$ cat src/rtl/mem_bus_if.sv
// Bus access unit behind the mem stage: loads are one RIB read, stores are a
// read of the target word, a one-cycle merge slot, then the merged write.
module mem_bus_if #(
    parameter int unsigned TIMEOUT_CYCLES = 255,
    parameter int unsigned CNT_W          = 8
) (
    input  logic        clk,
    input  logic        rst,
    input  logic        req_i,
    input  logic        we_i,
    input  logic [31:0] raddr_i,
    input  logic [31:0] waddr_i,
    input  logic [31:0] wdata_i,
    input  logic        int_assert_i,
    output logic [31:0] rdata_o,
    output logic        hold_o,
    output logic        err_o,
    output logic        rib_req_o,
    output logic        rib_we_o,
    output logic [31:0] rib_addr_o,
    output logic [31:0] rib_wdata_o,
    input  logic        rib_ack_i,
    input  logic [31:0] rib_rdata_i
);

    typedef enum logic [2:0] {
        S_IDLE,
        S_RD,
        S_MERGE,
        S_WR,
        S_DONE
    } state_t;

    localparam logic [CNT_W-1:0] CNT_LAST = CNT_W'(TIMEOUT_CYCLES - 1);

    state_t            state_q, state_d;
    logic              rib_req_q, rib_req_d;
    logic              rib_we_q, rib_we_d;
    logic [31:0]       rib_addr_q, rib_addr_d;
    logic [31:0]       rib_wdata_q, rib_wdata_d;
    logic [31:0]       data_q, data_d;
    logic              err_q, err_d;
    logic [CNT_W-1:0]  cnt_q, cnt_d;

    logic              ack;
    logic              timeout;

    // An ack only counts while a request is actually on the bus.
    assign ack     = rib_ack_i && rib_req_q;
    assign timeout = (cnt_q == CNT_LAST);

    always_ff @(posedge clk or negedge rst) begin
        if (!rst) begin
            state_q     <= S_IDLE;
            rib_req_q   <= 1'b0;
            rib_we_q    <= 1'b0;
            rib_addr_q  <= '0;
            rib_wdata_q <= '0;
            data_q      <= '0;
            err_q       <= 1'b0;
            cnt_q       <= '0;
        end else begin
            state_q     <= state_d;
            rib_req_q   <= rib_req_d;
            rib_we_q    <= rib_we_d;
            rib_addr_q  <= rib_addr_d;
            rib_wdata_q <= rib_wdata_d;
            data_q      <= data_d;
            err_q       <= err_d;
            cnt_q       <= cnt_d;
        end
    end

    always_comb begin
        state_d     = state_q;
        rib_req_d   = rib_req_q;
        rib_we_d    = rib_we_q;
        rib_addr_d  = rib_addr_q;
        rib_wdata_d = rib_wdata_q;
        data_d      = data_q;
        err_d       = 1'b0;
        cnt_d       = cnt_q;

        case (state_q)
            S_IDLE: begin
                if (req_i && !int_assert_i) begin
                    rib_req_d  = 1'b1;
                    rib_we_d   = 1'b0;
                    rib_addr_d = we_i ? waddr_i : raddr_i;
                    cnt_d      = '0;
                    state_d    = S_RD;
                end
            end

            S_RD: begin
                if (ack) begin
                    data_d    = rib_rdata_i;
                    rib_req_d = 1'b0;
                    state_d   = (we_i && !int_assert_i) ? S_MERGE : S_DONE;
                end else if (timeout) begin
                    rib_req_d = 1'b0;
                    data_d    = '0;
                    err_d     = 1'b1;
                    state_d   = S_DONE;
                end else begin
                    cnt_d = cnt_q + 1'b1;
                end
            end

            // rdata_o carries the old word here so the mem stage can merge wdata_i.
            S_MERGE: begin
                if (int_assert_i) begin
                    state_d = S_DONE;
                end else begin
                    rib_req_d   = 1'b1;
                    rib_we_d    = 1'b1;
                    rib_addr_d  = waddr_i;
                    rib_wdata_d = wdata_i;
                    cnt_d       = '0;
                    state_d     = S_WR;
                end
            end

            S_WR: begin
                if (ack) begin
                    rib_req_d = 1'b0;
                    rib_we_d  = 1'b0;
                    state_d   = S_DONE;
                end else if (timeout) begin
                    rib_req_d = 1'b0;
                    rib_we_d  = 1'b0;
                    err_d     = 1'b1;
                    state_d   = S_DONE;
                end else begin
                    cnt_d = cnt_q + 1'b1;
                end
            end

            S_DONE: begin
                state_d = S_IDLE;
            end

            default: begin
                state_d = S_IDLE;
            end
        endcase
    end

    assign hold_o      = req_i && (state_q != S_DONE) &&
                         !((state_q == S_IDLE) && int_assert_i);
    assign rdata_o     = data_q;
    assign err_o       = err_q;
    assign rib_req_o   = rib_req_q;
    assign rib_we_o    = rib_we_q;
    assign rib_addr_o  = rib_addr_q;
    assign rib_wdata_o = rib_wdata_q;

endmodule

$ cat config.mk
export PLATFORM = sky130hd
export DESIGN_NAME = mem_bus_if
export DESIGN_NICKNAME = d
export VERILOG_FILES = /design/src/rtl/mem_bus_if.sv
export SDC_FILE = /design/constraint.sdc
export NUM_CORES = 1
export LEC_CHECK = 0
export CAP_MARGIN = 20
export CORE_MARGIN = 5
export CORE_UTILIZATION = 38
export CTS_BUF_LIST = sky130_fd_sc_hd__clkbuf_8
export DETAILED_ROUTE_END_ITERATION = 7
export PLACE_DENSITY = 0.8
export SLEW_MARGIN = 30
export SYNTH_ARGS = -nofsm -noshare
export SYNTH_HDL_FRONTEND = slang
export SYNTH_SLANG_ARGS = --single-unit
$ cat constraint.sdc
create_clock -name clk -period 1.7 [get_ports clk]
set_input_delay 0.34 -clock clk [delete_from_list [all_inputs] [get_ports clk]]
set_output_delay 0.34 -clock clk [all_outputs]
set_load 0.02 [all_outputs]
==> results of run 1 <==
## sequential cells by signal (all words and copies together) (netlist names)
register,flops
rib_we_o,1
rib_addr_o,32
err_o,1
rib_wdata_o,32
cnt_q,8
state_q,3
rib_req_o,1
rdata_o,32
## power by group
| part | leakage [nW] | switching, mW | total, mW | internal (mW) |
|---|---|---|---|---|
| clock network | 0.102 | 0.842 | 1.59 | 0.750 |
| logic | 2.49 | 3.00 | 5.54 | 2.55 |
| registers | 1.38 | 0.504 | 4.08 | 3.57 |
| total | 3.97 | 4.34 | 11.2 | 6.87 |
## per-layer routing
metal / track usage, % / part of all wire (%)
met1: 22.2 / 39
met4: 6.79 / 1.4
met2: 31.5 / 51
met5: 0 / 0
met3: 5.92 / 8.2
## worst paths after layout
| check | endpoint | slack [ns] | start |
|---|---|---|---|
| max | cnt_q[5]$_DFFE_PN0P_ | -0.03 | cnt_q[0]$_DFFE_PN0P_ |
| min | state_q[2]$_DFFE_PN0N_ | 0.37 | int_assert_i |
| max reg2reg | cnt_q[5]$_DFFE_PN0P_ | -0.03 | cnt_q[0]$_DFFE_PN0P_ |
| min reg2reg | rib_wdata_o[3]$_DFFE_PN0N_ | 0.49 | rib_wdata_o[3]$_DFFE_PN0N_ |
| max in group asynchronous | rib_addr_o[6]$_DFFE_PN0P_ | 0.74 | rst |
| min in group asynchronous | rdata_o[13]$_DFFE_PN0P_ | 0.42 | rst |
## logic make-up (layout without fill, tap and decap cells)
logic type / after synthesis / after routing / synth area share, %
AO/OA/AOI/OAI: 88 / 89 / 10.3
multiplexers: 64 / 64 / 14.4
other: 0 / 1 / 0
flip-flops: 110 / 110 / 58.2
buffers and inverters: 62 / 323 / 5.85
AND/OR/NAND/NOR: 101 / 101 / 10.6
adder cells (fa/ha/maj): 2 / 2 / 0.529
## stage by stage
step / power (mW) / hold WS (ns)
global route: 12.0 / 0.374
global placement: 9.48 / 0.266
CTS: 11.1 / 0.408
finish: 11.2 / 0.373
detailed placement: 9.69 / 0.279
floorplan: 6.82 / 0.0444
## final cells by class
| type | instances | area [µm²] |
|---|---|---|
| inverters | 36 | 135 |
| fillers | 992 | 4200 |
| clock inverters | 3 | 43.8 |
| multi-input cells | 256 | 1770 |
| flip-flops and latches | 110 | 2760 |
| well taps | 168 | 210 |
| diodes | 1 | 2.50 |
| repair buffers | 273 | 2840 |
| clock buffers | 11 | 151 |
## placed cells by master (no fill, tap or decap), types with 9 or more instances in the layout
| master | n |
|---|---|
| clkdlybuf4s50_1 | 131 |
| dfrtp_1 | 108 |
| dlygate4sd2_1 | 68 |
| nand3_1 | 37 |
| inv_1 | 36 |
| a21oi_1 | 36 |
| nor2_1 | 34 |
| mux2i_1 | 32 |
| dlymetal6s2s_1 | 32 |
| o21ai_1 | 31 |
| mux2_2 | 29 |
| buf_4 | 24 |
| clkbuf_8 | 11 |
| nand2_1 | 9 |
## repair_timing
| action | 4_1_cts | 5_1_grt |
|---|---|---|
| pin swaps | 5 | 6 |
| gates resized for setup | 80 | 69 |
| endpoints found under the setup margin | 82 | 109 |
| buffers inserted | 5 | 4 |
| gates cloned | 2 | 6 |
| endpoints found under the hold margin | 21 | 0 |
| hold buffers | 1 | 0 |
## worst max-delay path, stage by stage, from the launching register on
cell and delay [ns]:
dfrtp_1 0.36, inv_1 0.05, ha_1 0.19, and4_4 0.20, a21oi_4 0.28, o21ai_4 0.12, or3_4 0.34, a21oi_2 0.12
==> results.ini, run 1 <==
[placed_design]
dpl_worst_slack_ns=-0.371
place.gp.congestion=0.828
place_area_um2=7400
hpwlAfterDp_um=10300
io_buffers=233
dp_cells=825

[global_route]
grt_pass1_wl_um=21900
antenna_found_initial=1
grtUsageTotal_pct=18.6
grt_overflow=0
grt_max_degree=41
grt_pass1_vias=4390

[critical_path]
crit_path_start_kind=flop
cp.required_ns=1.99
cp-end-kind=flop
crit_fanout=6
worstSetupPathType=reg2reg
reg2reg_depth=7
worstPathArrival_ns=2.03

[die]
start_util_pct=39.0
die_x_um=122
core_um2=12100
rows=40
die_h_um=122
ios=234
die-area_um2=14800

[detailed_routing]
drc=0
drtIter0Drc=258
drtAntennaViolNets=0
wl_per_cell_um=16.7
routed_wl_um=14300
viasPerCell=4.75
vias=4078
first_pass_iters=4

[yosys]
syn_inst=427
synthDistinctLibCells=37
yosysWarnings=0
synth_area_leaders=dfrtp_1 58%, mux2_2 6.9%, mux2i_1 6.8%
synth-edff-count=0
synth_top_cell_by_area=dfrtp_1
syn_area_per_cell_um2=11.1
synthFlopType=dfrtp_1
synth-async-reset-ratio_pct=100
yosys-top-cells-count=110 x dfrtp_1, 39 x a21oi_1, 38 x nand3_1
synth-seq-cells=110
synth.net_count=563
synth_top_area_share_pct=58.2
synth_most_common_cell=dfrtp_1
ys_seq_area_share_pct=58.2
netlist_area_um2=4730

[min_path]
hold_depth=4
hold_path.class=in2reg

[final_layout]
area_growth_pct=67.4
final_cell_area_um2=7910
fin_nets=822
utilization_pct=65.3
layout-drive-gt1-share_pct=15.2
fin_cells=858

[clock_tree]
clk-insertion-delay-late_ns=0.36
cts_tree=yes
htreeDepth=3
clk_pin_slew_ns=0.10
cts_buffer_depth=2
cts_sinks=110
cts_root_buf=clkbuf_8
cts_buffers=9

[timing]
relSlewSlack_pct=74.0
worst_pin_slew_ns=0.391
setup_slack_ns=-0.0349
setup_viol=16
clock-skew-final_ns=0.00826
hold_viol=0
rsz0062_at_grt=true
slew_violations=0
tns_ns=-0.272
max_freq_mhz=576
fin_crit_ns=1.73
finalCritPeriodShare_pct=102

[status]
violations=negative setup slack
status=complete, but fails checks

[pwr]
p_leak_nw=3.97
ir_drop_mv=0.645
power.density_nw_per_um2=1420

[flow_run]
max_cap_violations=0

Note: power is estimated with default switching activity, not from simulation.
==> inputs of run 2 (changes only) <==
--- a/config.mk
+++ b/config.mk
@@ -7,11 +7,10 @@
 export LEC_CHECK = 0
 export CAP_MARGIN = 20
 export CORE_MARGIN = 5
-export CORE_UTILIZATION = 38
+export CORE_UTILIZATION = 45
 export CTS_BUF_LIST = sky130_fd_sc_hd__clkbuf_8
 export DETAILED_ROUTE_END_ITERATION = 7
-export PLACE_DENSITY = 0.8
-export SLEW_MARGIN = 30
+export PLACE_DENSITY = 0.89
 export SYNTH_ARGS = -nofsm -noshare
 export SYNTH_HDL_FRONTEND = slang
 export SYNTH_SLANG_ARGS = --single-unit
==> constraint.sdc (replaced) <==
create_clock -name clk -period 2 [get_ports clk]
set_input_delay 0.4 -clock clk [delete_from_list [all_inputs] [get_ports clk]]
set_output_delay 0.4 -clock clk [all_outputs]
set_load 0.02 [all_outputs]
==> run 2 against run 1 <==
  * The flow now finishes without violations
  * Global-route usage up 2.9 points
  * Setup slack better by 0.15 ns
  * Non-clock buffer count down 20
  * Utilization up 7.9 points
  * Final cell count down 6.1%
==> results.ini, run 2 (synthesis gave the netlist of run 1 again) <==
[status]
status=completed

[die]
core_um2=10300
start_util_pct=46.0
ios=234
rows=37
die_x_um=112
die_h_um=112
die-area_um2=12700

[global_route]
grt_pass1_wl_um=21900
grt_pass1_vias=4303
grt_max_degree=65
grt_overflow=0
grtUsageTotal_pct=21.5
antenna_found_initial=0

[detailed_routing]
wl_met1_um=5150
drtIter0Drc=166
wl_met3_um=1180
top_layer_used=met4
route.met2.wl_um=6990
first_pass_iters=4
drtAntennaViolNets=0
wl_per_cell_um=16.8
viasPerCell=5.07
vias=4083
drc=0
routed_wl_um=13600

[pwr]
sw_frac_of_total_pct=37.7
switching_power_mw=3.57
clockPowerShare_pct=13.4
power.density_nw_per_um2=1260
ir_drop_mv=0.648
p_seq_share_pct=37.2
comb_power_share_pct=49.5
power.total_mw=9.47
p_leak_nw=3.23
intPower_mw=5.90

[timing]
setup_viol=0
rsz0062_at_grt=false
slew_violations=0
hold_viol=0
clock-skew-final_ns=0.0101
relSlewSlack_pct=62.3
fin_crit_ns=1.89
finalCritPeriodShare_pct=94.4
max_freq_mhz=530
worst_pin_slew_ns=0.558
tns_ns=0

[placed_design]
place.gp.congestion=0.883
place_area_um2=7280
io_buffers=233
hpwlAfterDp_um=10400
dp_cells=786

[final_layout]
fin_cells=806
antenna_cells=0
layout-drive-gt1-share_pct=11.0
layout_commonest_cell=clkdlybuf4s50_1
fin_nets=801
final_cell_area_um2=7520
area_growth_pct=59.2
layout_common_cells=231 x clkdlybuf4s50_1, 109 x dfrtp_1, 39 x inv_1, 39 x a21oi_1, 38 x nand3_1

[clock_tree]
htreeDepth=3
cts_buffer_depth=2
cts_tree=yes
cts_sinks=110
clk-insertion-delay-late_ns=0.37
cts_root_buf=clkbuf_8
clk_pin_slew_ns=0.09
cts_buffers=9

[critical_path]
crit_path_start_kind=flop
worstSetupPathType=reg2out
cp.required_ns=1.60
worstPathArrival_ns=1.49
cp-end-kind=output port
crit_fanout=5

[min_path]
hold_path.class=in2async

[flow_run]
max_cap_violations=0

[run 2: changes by cell type in the layout (fill, tap and decap cells not counted), sizes merged, moves of 2 or more]
| cell | before | now |
|---|---|---|
| buf | 36 | 19 |
| clkdlybuf4s50 | 131 | 231 |
| dlymetal6s2s | 32 | 0 |
| clkbuf | 16 | 10 |
| dlygate4sd2 | 68 | 1 |
| inv | 37 | 39 |
[run 2: repair_timing]
action / 4_1_cts / 5_1_grt
pin swaps: 0 / 1
endpoints found under the setup margin: 1 / 10
hold buffers: 1 / 0
hold endpoints to repair: 5 / 0
gates resized for setup: 1 / 4
cloned: 0 / 1
buffers inserted: 0 / 2
[run 2: worst max-delay path, cell delays in order, from the launching register on]
cell and delay (ns):
dfrtp_1 0.48, o31a_1 0.32, dlygate4sd2_1 0.33
[run 2: area by class of cell]
type	instances	area (µm²)
tap	136	170
clock inverter	7	58.8
clock buffer	9	124
timing repair buffer	253	2560
fill	722	2750
multi-input combinational	255	1720
sequential	110	2750
inverter	36	135
[run 2: worst paths after layout]
path	from	to	slack, ns	cells past startpoint
max in group asynchronous	rst	rib_wdata_o[16]$_DFFE_PN0N_	0.91	3
min in group clk	rib_we_o$_DFFE_PN0P_	rib_we_o$_DFFE_PN0P_	0.50	1
worst min-delay path	rst	rdata_o[19]$_DFFE_PN0P_	0.37	2
worst max-delay path	state_q[0]$_DFFE_PN0N_	hold_o	0.11	2
worst min register to register	rib_we_o$_DFFE_PN0P_	rib_we_o$_DFFE_PN0P_	0.50	1
worst max register to register	cnt_q[0]$_DFFE_PN0P_	rdata_o[30]$_DFFE_PN0P_	0.13	9
[run 2: routing by layer]
metal | track usage [%] | vias to the layer above
li1 | - | 1938
met1 | 23.9 | 1956
met2 | 38.7 | 172
met3 | 7.01 | 17
met4 | 7.45 | 0
met5 | 0 | -
[run 2: per-stage QoR]
step	hold slack [ns]	util, %	worst slack [ns]
4_1_cts	0.360	72.7	0.0619
5_1_grt	0.375	73.2	0.00373
2_1_floorplan	0.104	-	0.202
3_3_place_gp	0.220	70.8	-0.109
3_5_place_dp	0.222	70.8	-0.119
6_report	0.374	73.2	0.113
[run 2: power groups by stage]
stage	sequential [mW]	clock [mW]	combinational [mW]
after floorplan	4.45	0	1.34
after global placement	3.50	0	4.51
after detailed placement	3.56	0	4.65
after CTS	3.52	1.31	4.66
after global routing	3.65	1.41	5.02
final	3.52	1.27	4.68
